**src/rtl/tff_reg_arbiter_if.sv**
```systemverilog
// Bus between requesters and the shared T-flop register arbiter.
// q_par exists only when TFF_PARITY_EN is defined.
interface tff_reg_arbiter_if #(
  parameter int WIDTH = 8,
  parameter int NREQ  = 4
);
  logic [NREQ-1:0]       req;
  logic [2*NREQ-1:0]     op;
  logic [WIDTH*NREQ-1:0] data;
  logic [NREQ-1:0]       gnt;
  logic                  done;
  logic                  busy;
  logic [WIDTH-1:0]      q;
`ifdef TFF_PARITY_EN
  logic                  q_par;
`endif

  modport master (
`ifdef TFF_PARITY_EN
    input  q_par,
`endif
    output req, op, data,
    input  gnt, done, busy, q
  );

  modport slave (
`ifdef TFF_PARITY_EN
    output q_par,
`endif
    input  req, op, data,
    output gnt, done, busy, q
  );
endinterface

```
**src/rtl/tff_reg_arbiter.sv**
```systemverilog
// Round-robin arbitrated command sequencer over a WIDTH-bit register built from T flip-flops.
// Optional registered parity output enabled by defining TFF_PARITY_EN.
module tff_reg_arbiter #(
  parameter int WIDTH = 8,
  parameter int NREQ  = 4
) (
  input  logic              clk,
  input  logic              reset,
  tff_reg_arbiter_if.slave  bus
);
  localparam int PW = $clog2(NREQ);

  localparam logic [1:0] OP_NOP    = 2'b00;
  localparam logic [1:0] OP_LOAD   = 2'b01;
  localparam logic [1:0] OP_TOGGLE = 2'b10;
  localparam logic [1:0] OP_CLEAR  = 2'b11;

  typedef enum logic [1:0] {IDLE, EXEC, DONE} state_t;

  state_t           r_state;
  state_t           w_next;
  logic [PW-1:0]    r_rr_ptr;
  logic [PW-1:0]    r_idx;
  logic [1:0]       r_op;
  logic [WIDTH-1:0] r_data;
  logic [WIDTH-1:0] r_q;
  logic [NREQ-1:0]  r_gnt;
  logic             r_done;

  logic             w_found;
  logic [PW-1:0]    w_sel;
  logic [PW:0]      w_sum;
  logic [1:0]       w_op;
  logic [WIDTH-1:0] w_data;
  logic [WIDTH-1:0] w_t;

  // Search rr_ptr, rr_ptr+1, ... modulo NREQ for the first pending requester.
  always_comb begin
    w_found = 1'b0;
    w_sel   = '0;
    w_sum   = '0;
    for (int k = 0; k < NREQ; k++) begin
      w_sum = {1'b0, r_rr_ptr} + (PW+1)'(k);
      if (w_sum >= (PW+1)'(NREQ))
        w_sum = w_sum - (PW+1)'(NREQ);
      if (!w_found && bus.req[w_sum[PW-1:0]]) begin
        w_found = 1'b1;
        w_sel   = w_sum[PW-1:0];
      end
    end
  end

  always_comb begin
    w_op   = OP_NOP;
    w_data = '0;
    for (int i = 0; i < NREQ; i++) begin
      if (w_sel == PW'(i)) begin
        w_op   = bus.op[2*i +: 2];
        w_data = bus.data[WIDTH*i +: WIDTH];
      end
    end
  end

  // LOAD becomes a T-flop write by toggling exactly the bits that differ from q.
  always_comb begin
    w_t = '0;
    case (r_op)
      OP_NOP:    w_t = '0;
      OP_LOAD:   w_t = r_data ^ r_q;
      OP_TOGGLE: w_t = r_data;
      OP_CLEAR:  w_t = r_q;
      default:   w_t = '0;
    endcase
  end

  always_ff @(posedge clk or negedge reset) begin
    if (!reset)
      r_state <= IDLE;
    else
      r_state <= w_next;
  end

  always_comb begin
    w_next = r_state;
    case (r_state)
      IDLE:    if (w_found) w_next = EXEC;
      EXEC:    w_next = DONE;
      DONE:    w_next = IDLE;
      default: w_next = IDLE;
    endcase
  end

  always_ff @(posedge clk or negedge reset) begin
    if (!reset) begin
      r_rr_ptr <= '0;
      r_idx    <= '0;
      r_op     <= OP_NOP;
      r_data   <= '0;
      r_q      <= '0;
      r_gnt    <= '0;
      r_done   <= 1'b0;
    end else begin
      case (r_state)
        IDLE: begin
          if (w_found) begin
            r_op   <= w_op;
            r_data <= w_data;
            r_idx  <= w_sel;
            r_gnt  <= NREQ'(1) << w_sel;
          end
        end
        EXEC: begin
          r_q    <= r_q ^ w_t;
          r_gnt  <= '0;
          r_done <= 1'b1;
        end
        DONE: begin
          r_done   <= 1'b0;
          r_rr_ptr <= (r_idx == PW'(NREQ-1)) ? '0 : r_idx + PW'(1);
        end
        default: begin
          r_gnt  <= '0;
          r_done <= 1'b0;
        end
      endcase
    end
  end

`ifdef TFF_PARITY_EN
  logic r_q_par;

  always_ff @(posedge clk or negedge reset) begin
    if (!reset)
      r_q_par <= 1'b0;
    else if (r_state == EXEC)
      r_q_par <= ^(r_q ^ w_t);
  end

  assign bus.q_par = r_q_par;
`endif

  assign bus.gnt  = r_gnt;
  assign bus.done = r_done;
  assign bus.busy = (r_state != IDLE);
  assign bus.q    = r_q;
endmodule

```
**src/flat_wrapper.sv**
```systemverilog
// flat-port wrapper written by rule: the top's interface ports become plain ports
module tff_reg_arbiter_flat 
#(
  parameter int WIDTH = 8,
  parameter int NREQ  = 4
)
  (clk, reset, bus_req, bus_op, bus_data, bus_gnt, bus_done, bus_busy, bus_q);
  tff_reg_arbiter_if #(.WIDTH(WIDTH), .NREQ(NREQ)) bus_i ();
  input  logic clk;
  input  logic reset;
  input wire logic [$bits(bus_i.req)-1:0] bus_req;
  input wire logic [$bits(bus_i.op)-1:0] bus_op;
  input wire logic [$bits(bus_i.data)-1:0] bus_data;
  output wire logic [$bits(bus_i.gnt)-1:0] bus_gnt;
  output wire logic [$bits(bus_i.done)-1:0] bus_done;
  output wire logic [$bits(bus_i.busy)-1:0] bus_busy;
  output wire logic [$bits(bus_i.q)-1:0] bus_q;
  assign bus_i.req = bus_req;
  assign bus_i.op = bus_op;
  assign bus_i.data = bus_data;
  assign bus_gnt = bus_i.gnt;
  assign bus_done = bus_i.done;
  assign bus_busy = bus_i.busy;
  assign bus_q = bus_i.q;
  tff_reg_arbiter #(.WIDTH(WIDTH), .NREQ(NREQ)) u_core (.clk(clk), .reset(reset), .bus(bus_i));
endmodule
```
**config.mk**
```make
export PLATFORM = sky130hd
export DESIGN_NAME = tff_reg_arbiter_flat
export DESIGN_NICKNAME = d
export VERILOG_FILES = /design/src/rtl/tff_reg_arbiter_if.sv /design/src/rtl/tff_reg_arbiter.sv /design/src/flat_wrapper.sv
export SDC_FILE = /design/constraint.sdc
export NUM_CORES = 1
export LEC_CHECK = 0
export CAP_MARGIN = 20
export CORE_AREA = 4 4 70 72
export DETAILED_ROUTE_END_ITERATION = 6
export DIE_AREA = 0 0 74 76
export PLACE_DENSITY = 0.8
export SYNTH_ARGS = -nofsm -noshare
export SYNTH_HDL_FRONTEND = slang
export SYNTH_SLANG_ARGS = --single-unit
```
**constraint.sdc**
```tcl
create_clock -name clk -period 2.14 [get_ports clk]
set_input_delay 0.428 -clock clk [delete_from_list [all_inputs] [get_ports clk]]
set_output_delay 0.428 -clock clk [all_outputs]
set_load 0.05 [all_outputs]
```
=== Word-level counts from Yosys, hierarchy flattened ===
Cells that the tools add are included.

* Add/subtract/negate cells: 8
* Shifts and indexed selects: 1
* Equal/unequal tests: 10
* Magnitude comparators: 8
* Reductions and logical operators: 12
* Bitwise gates (word level): 3
* Muxes and demuxes: 35

{| class="wikitable"
|+ Operator list
! cell !! number
|-
| 8-bit 2-to-1 mux || 4
|-
| 8-bit one-hot mux with 4 select lines || 1
|-
| 2-bit 2-to-1 mux || 14
|-
| 8-bit bitwise XOR || 2
|-
| 2-bit equality test (second input constant) || 6
|-
| 2-bit by 3-bit less-than comparator with 1-bit output (second input constant) || 4
|-
| 3-bit >= comparator (second input constant) || 3
|-
| 1-bit binary-select mux with 2-bit select || 4
|-
| 1-bit 2-to-1 mux || 8
|-
| 4-bit one-hot mux with 2 select lines || 1
|-
| 2-bit by 1-bit subtractor with 2-bit output (second input constant) || 4
|-
| 2-bit by 2-bit adder with 3-bit output (second input constant) || 2
|-
| 2-bit by 1-bit equality test with 1-bit output (second input constant) || 3
|-
| 2-bit logical NOT || 3
|-
| 4-bit 2-to-1 mux || 1
|-
| 2-bit one-hot mux with 2 select lines || 1
|-
| 2-bit AND reduction || 2
|-
| 1-bit by 2-bit left shift with 4-bit output (first input constant) || 1
|-
| 2-bit by 1-bit adder with 3-bit output (second input constant) || 1
|-
| 2-bit by 3-bit >= comparator with 1-bit output (second input constant) || 1
|-
| 1-bit logical AND || 3
|-
| 1-bit logical NOT || 3
|-
| 2-bit by 1-bit adder with 2-bit output (second input constant) || 1
|-
| 2-bit by 1-bit != test with 1-bit output (second input constant) || 1
|-
| 3 further kinds || 3
|}

* Bits in registers: 29
* Output and inout port bits: 14
* Logic and storage cells: 85
* Input port bits: 46

=== Depth between registers and ports, before layout ===
* Depth after elaboration: 19
* Mapped depth: 7
* Mapped depth without buffers: 6

=== Worst setup path after synthesis ===
No wires, ideal clock.

* Kind: register -> register
* Start point: register u_core.r_state[0]
* End point: register u_core.r_data[0]
* Clock period less this slack: 1.818 ns
* Cell stages (with the launch flop): 7
* Slack: 0.322 ns
* Required time: 2.012 ns
* Buffers on the path: 1
* Data arrival time: 1.690 ns
* Library setup time: 0.128 ns
* Cell sequence: dfrtp_1 -> or2_1 -> or2_1 -> buf_2 -> nor3_4 -> and3_1 -> a221oi_2

* Word-level cells in the longest chain between the ends: 2

{| class="wikitable"
|+ Ends and longest elaborated chain
! what !! RTL line !! RTL
|-
| start: declaration || tff_reg_arbiter.sv:20 || <nowiki>state_t r_state;</nowiki>
|-
| start signal: assignment || tff_reg_arbiter.sv:80 || <nowiki>r_state <= w_next;</nowiki>
|-
| 2-bit logical NOT || tff_reg_arbiter.sv:103 || <nowiki>case (r_state)</nowiki>
|-
| 2-bit AND reduction (no source line) || - ||
|-
| end signal: assignment || tff_reg_arbiter.sv:107 || <nowiki>r_data <= w_data;</nowiki>
|-
| end: declaration || tff_reg_arbiter.sv:25 || <nowiki>logic [WIDTH-1:0] r_data;</nowiki>
|}

No other way between the ends.
A chain may end at the register's enable or synchronous reset.

=== Worst setup path in the final report ===
* Start point: register u_core.r_q[4], in the netlist u_core.bus.q[4]
* End point: output port bus_q[4]

{| class="wikitable"
|+ RTL lines
! what !! RTL line !! RTL
|-
| start: declaration || tff_reg_arbiter.sv:26 || <nowiki>logic [WIDTH-1:0] r_q;</nowiki>
|-
| start signal: assignment || tff_reg_arbiter.sv:113 || <nowiki>r_q <= r_q ^ w_t;</nowiki>
|-
| end: declaration || flat_wrapper.sv:17 || <nowiki>output wire logic [$bits(bus_i.q)-1:0] bus_q;</nowiki>
|}

No word-level cell between the ends.

==> results.md <==
* Status: finished, final reports clean
* Clk Tree Root Cell: clkbuf_8
* Placed Area at 0.00256 sq mm
* Postcts setup bufs at 0
* Clock Power Share at 0.126
* First-pass detailed-route iteration total at 4
* Worst IR Drop VDD at between 0.5 and 0.6 mV
* CP Launch Type: register
* Main flop type after synthesis: dfrtp_1
* CTS H-tree lvls at 2
* Period minus WS final at 1.97 ns
* Crit Path Max Fanout at 5
* Clock transition at path regs at 0.06 ns
* Met3 WL at 264 um
* Seq/Total Area, Yosys at 0.395
* Antenna viol nets, final at 0
* GP Congestion at 0.821
* Avg WL per Cell at between 15 and 20 um
* P_leak at around 1.1 nW
* Period utilization at 0.923
* Synth Net Count at about 240
* Fmax at 506 MHz
* Synth Register Bits at 29
* PwrDens at 1510 mW/mm^2
* Avg Inst Size Synth at approximately 9.6 sq um
* First-pass GRT wire length at a little over 8000 um
* Slew @ Worst Pin at about 0.73 ns
* P&R area growth vs syn at 44.9%
* RSZ-0062 raised after global routing: no
* Final setup fails at 0
* Dominant cell type by area after synthesis: dfrtp_1
* Crit path max-delay family: buffers and inverters
* Synth Cell Area at 0.00184 sq mm
* CP bufs+invs at 1
* TritonCTS Buffers at 5
* Final nets at 309
* CTS Hold Bufs at 0
* Clk_lat worst skew at about 0.29 ns
* Core ar. at roughly 0.0043 sq mm
* Met2 WL at 2420 um
* Starting Density at 0.428
* Fillers at 378
* Sink Count at 29
* Synth cell count leaders: dfrtp_1, o221ai_1, nand2_1
* Crit path required time at about 1.7 ns
* Initial antenna violation count at 0
* Total power at 4.03 mW
* Final WL at slightly below 5000 um
* P_sw at 1.86 mW
* Design area at around 0.0027 sq mm
* Port Buffer Count at 59
* Crit path DAT at 1.55 ns
* Combinational Power Share at 0.589
* Max-cap viol count at 0
* Max-slew violations at 0
* WL met1 at 2130 um
* DRC Markers at 0
* Fin. Hold Viols at 0
* Vias at 1728
* Number of synthesized flops with an enable pin at 0
* Die area at 0.00562 sq mm
* Post_cts resized at 0
* Ant diodes at 0
* Layout cell share with drive strength beyond 1 at 0.144
* Int Pwr at 2.17 mW
* Largest cells by area after synthesis: dfrtp_1, o221ai_1, mux2i_1
* CP Capture Type: primary output
* YS warnings at 0
* Post-DP HPWL at 3760 um
* Mapped Cells at 192
* Relative slew slack at 0.516
* CP cell instances: clkdlybuf4s50_1
* Min-delay worst type: reg -> reg
* Highest routed layer: met4
* Cell with the most instances after synthesis: dfrtp_1
* Initial DRC count at around 190
* Total grt overflow at 0
* Pin count of the biggest net entering global routing at 30
* Asr flop ratio synth at 1.00
* Die Span Y at 76 um
* Synth cell types at 43
* Slowest cell delay on critical path at 0.83 ns
* Top cell type's share of synthesized area at 0.395
* I/O pins at 60
* Worst Clk Skew at 0.00781 ns
* Sw Ratio at 0.462
* Row count at 24
* Number of global-route vias before repair at approximately 1700
* Max Buffers Root-to-Sink at 2
* GRT Total Usage at 0.183
* Share of total power in sequential cells at 0.286
* Drt via density at 5.49
* CTS tree: done
* Critical path's slowest cell: clkdlybuf4s50_1
* Crit Path Class: reg -> out
* DIE WIDTH at approximately 74 um
[sequential cells by signal (all words and copies together), names as in the netlist]
signal and count:
u_core.r_state 2, u_core.r_rr_ptr 2, u_core.r_idx 2, u_core.bus.done 1
u_core.r_op 2, u_core.bus.q 8, u_core.bus.gnt 4, u_core.r_data 8
[cell usage in the layout, fill, tap and decap left out, types with 3 or more instances in the layout]
cell / instances
a21oi_1: 8
a211o_1: 6
o21ai_1: 8
mux2i_1: 8
or2_1: 3
nand3_1: 12
o21ai_0: 4
nor2_1: 6
inv_1: 8
nand2b_1: 5
a31oi_1: 9
clkdlybuf4s50_1: 58
clkbuf_8: 7
nand2_1: 13
dfrtp_1: 29
nor3b_1: 8
nor2b_1: 8
o221ai_1: 14
buf_4: 15
[final timing paths]
path / cells after the start / slack, ns / endpoint / start
max: 1 / 0.17 / bus_q[4] / u_core.bus.q[4]$_DFFE_PN0P_
min reg2reg: 2 / 0.49 / u_core.bus.gnt[3]$_DFFE_PN0P_ / u_core.bus.gnt[3]$_DFFE_PN0P_
max reg2reg: 5 / 0.34 / u_core.r_op[1]$_DFFE_PN0P_ / u_core.r_rr_ptr[1]$_DFFE_PN0N_
max in group asynchronous: 2 / 1.34 / u_core.r_data[5]$_DFFE_PN0P_ / reset
min: 2 / 0.49 / u_core.bus.gnt[3]$_DFFE_PN0P_ / u_core.bus.gnt[3]$_DFFE_PN0P_
min in group asynchronous: 2 / 0.52 / u_core.bus.q[2]$_DFFE_PN0P_ / reset
[power by group through the flow]
stage                     logic [mW]  registers (mW)  clock network [mW]
after global routing            2.56            1.20               0.546
after floorplan                 1.33            1.44                   0
after detailed placement        2.37            1.15                   0
final                           2.37            1.15               0.506
after CTS                       2.38            1.14               0.513
after global placement          2.33            1.13                   0
[cell families after synthesis]
logic type | share of synthesized area
compound gates | 0.257
fa+ha+maj | 0.00681
buf+inv | 0.0681
flops | 0.395
mux | 0.0619
simple gates | 0.212
[cell type report]
cell class / count / area [sq um] / area share
timing repair buffer: 76 / 746 / 0.280
sequential: 29 / 726 / 0.273
clock buffer: 7 / 96.3 / 0.0362
clock inverter: 1 / 5.00 / 0.00188
tap: 52 / 65.1 / 0.0244
multi-input combinational: 140 / 987 / 0.371
inverter: 10 / 37.5 / 0.0141
[through the flow]
step | util | worst slack (ns) | cells | TNS (ns) | hold slack (ns)
finish | 0.620 | 0.165 | 315 | 0 | 0.491
global route | 0.620 | 0.0467 | 315 | 0 | 0.506
CTS | 0.619 | 0.0135 | 315 | 0 | 0.493
detailed placement | 0.596 | -0.0457 | 307 | -0.170 | 0.474
global placement | 0.596 | 0.00973 | 307 | 0 | 0.475
floorplan | - | 0.322 | 192 | 0 | 0.132
[layer usage]
metal	track usage	up-vias
li1	-	861
met1	0.245	805
met2	0.286	53
met3	0.0383	9
met4	0.0652	0
met5	0	-
[worst min-delay path, cell delays in order (launching register included)]
cell,delay [ns]
dfrtp_1,0.35
nand2_1,0.05
o31ai_1,0.06
No activity file was read; power rests on OpenSTA's default activity.
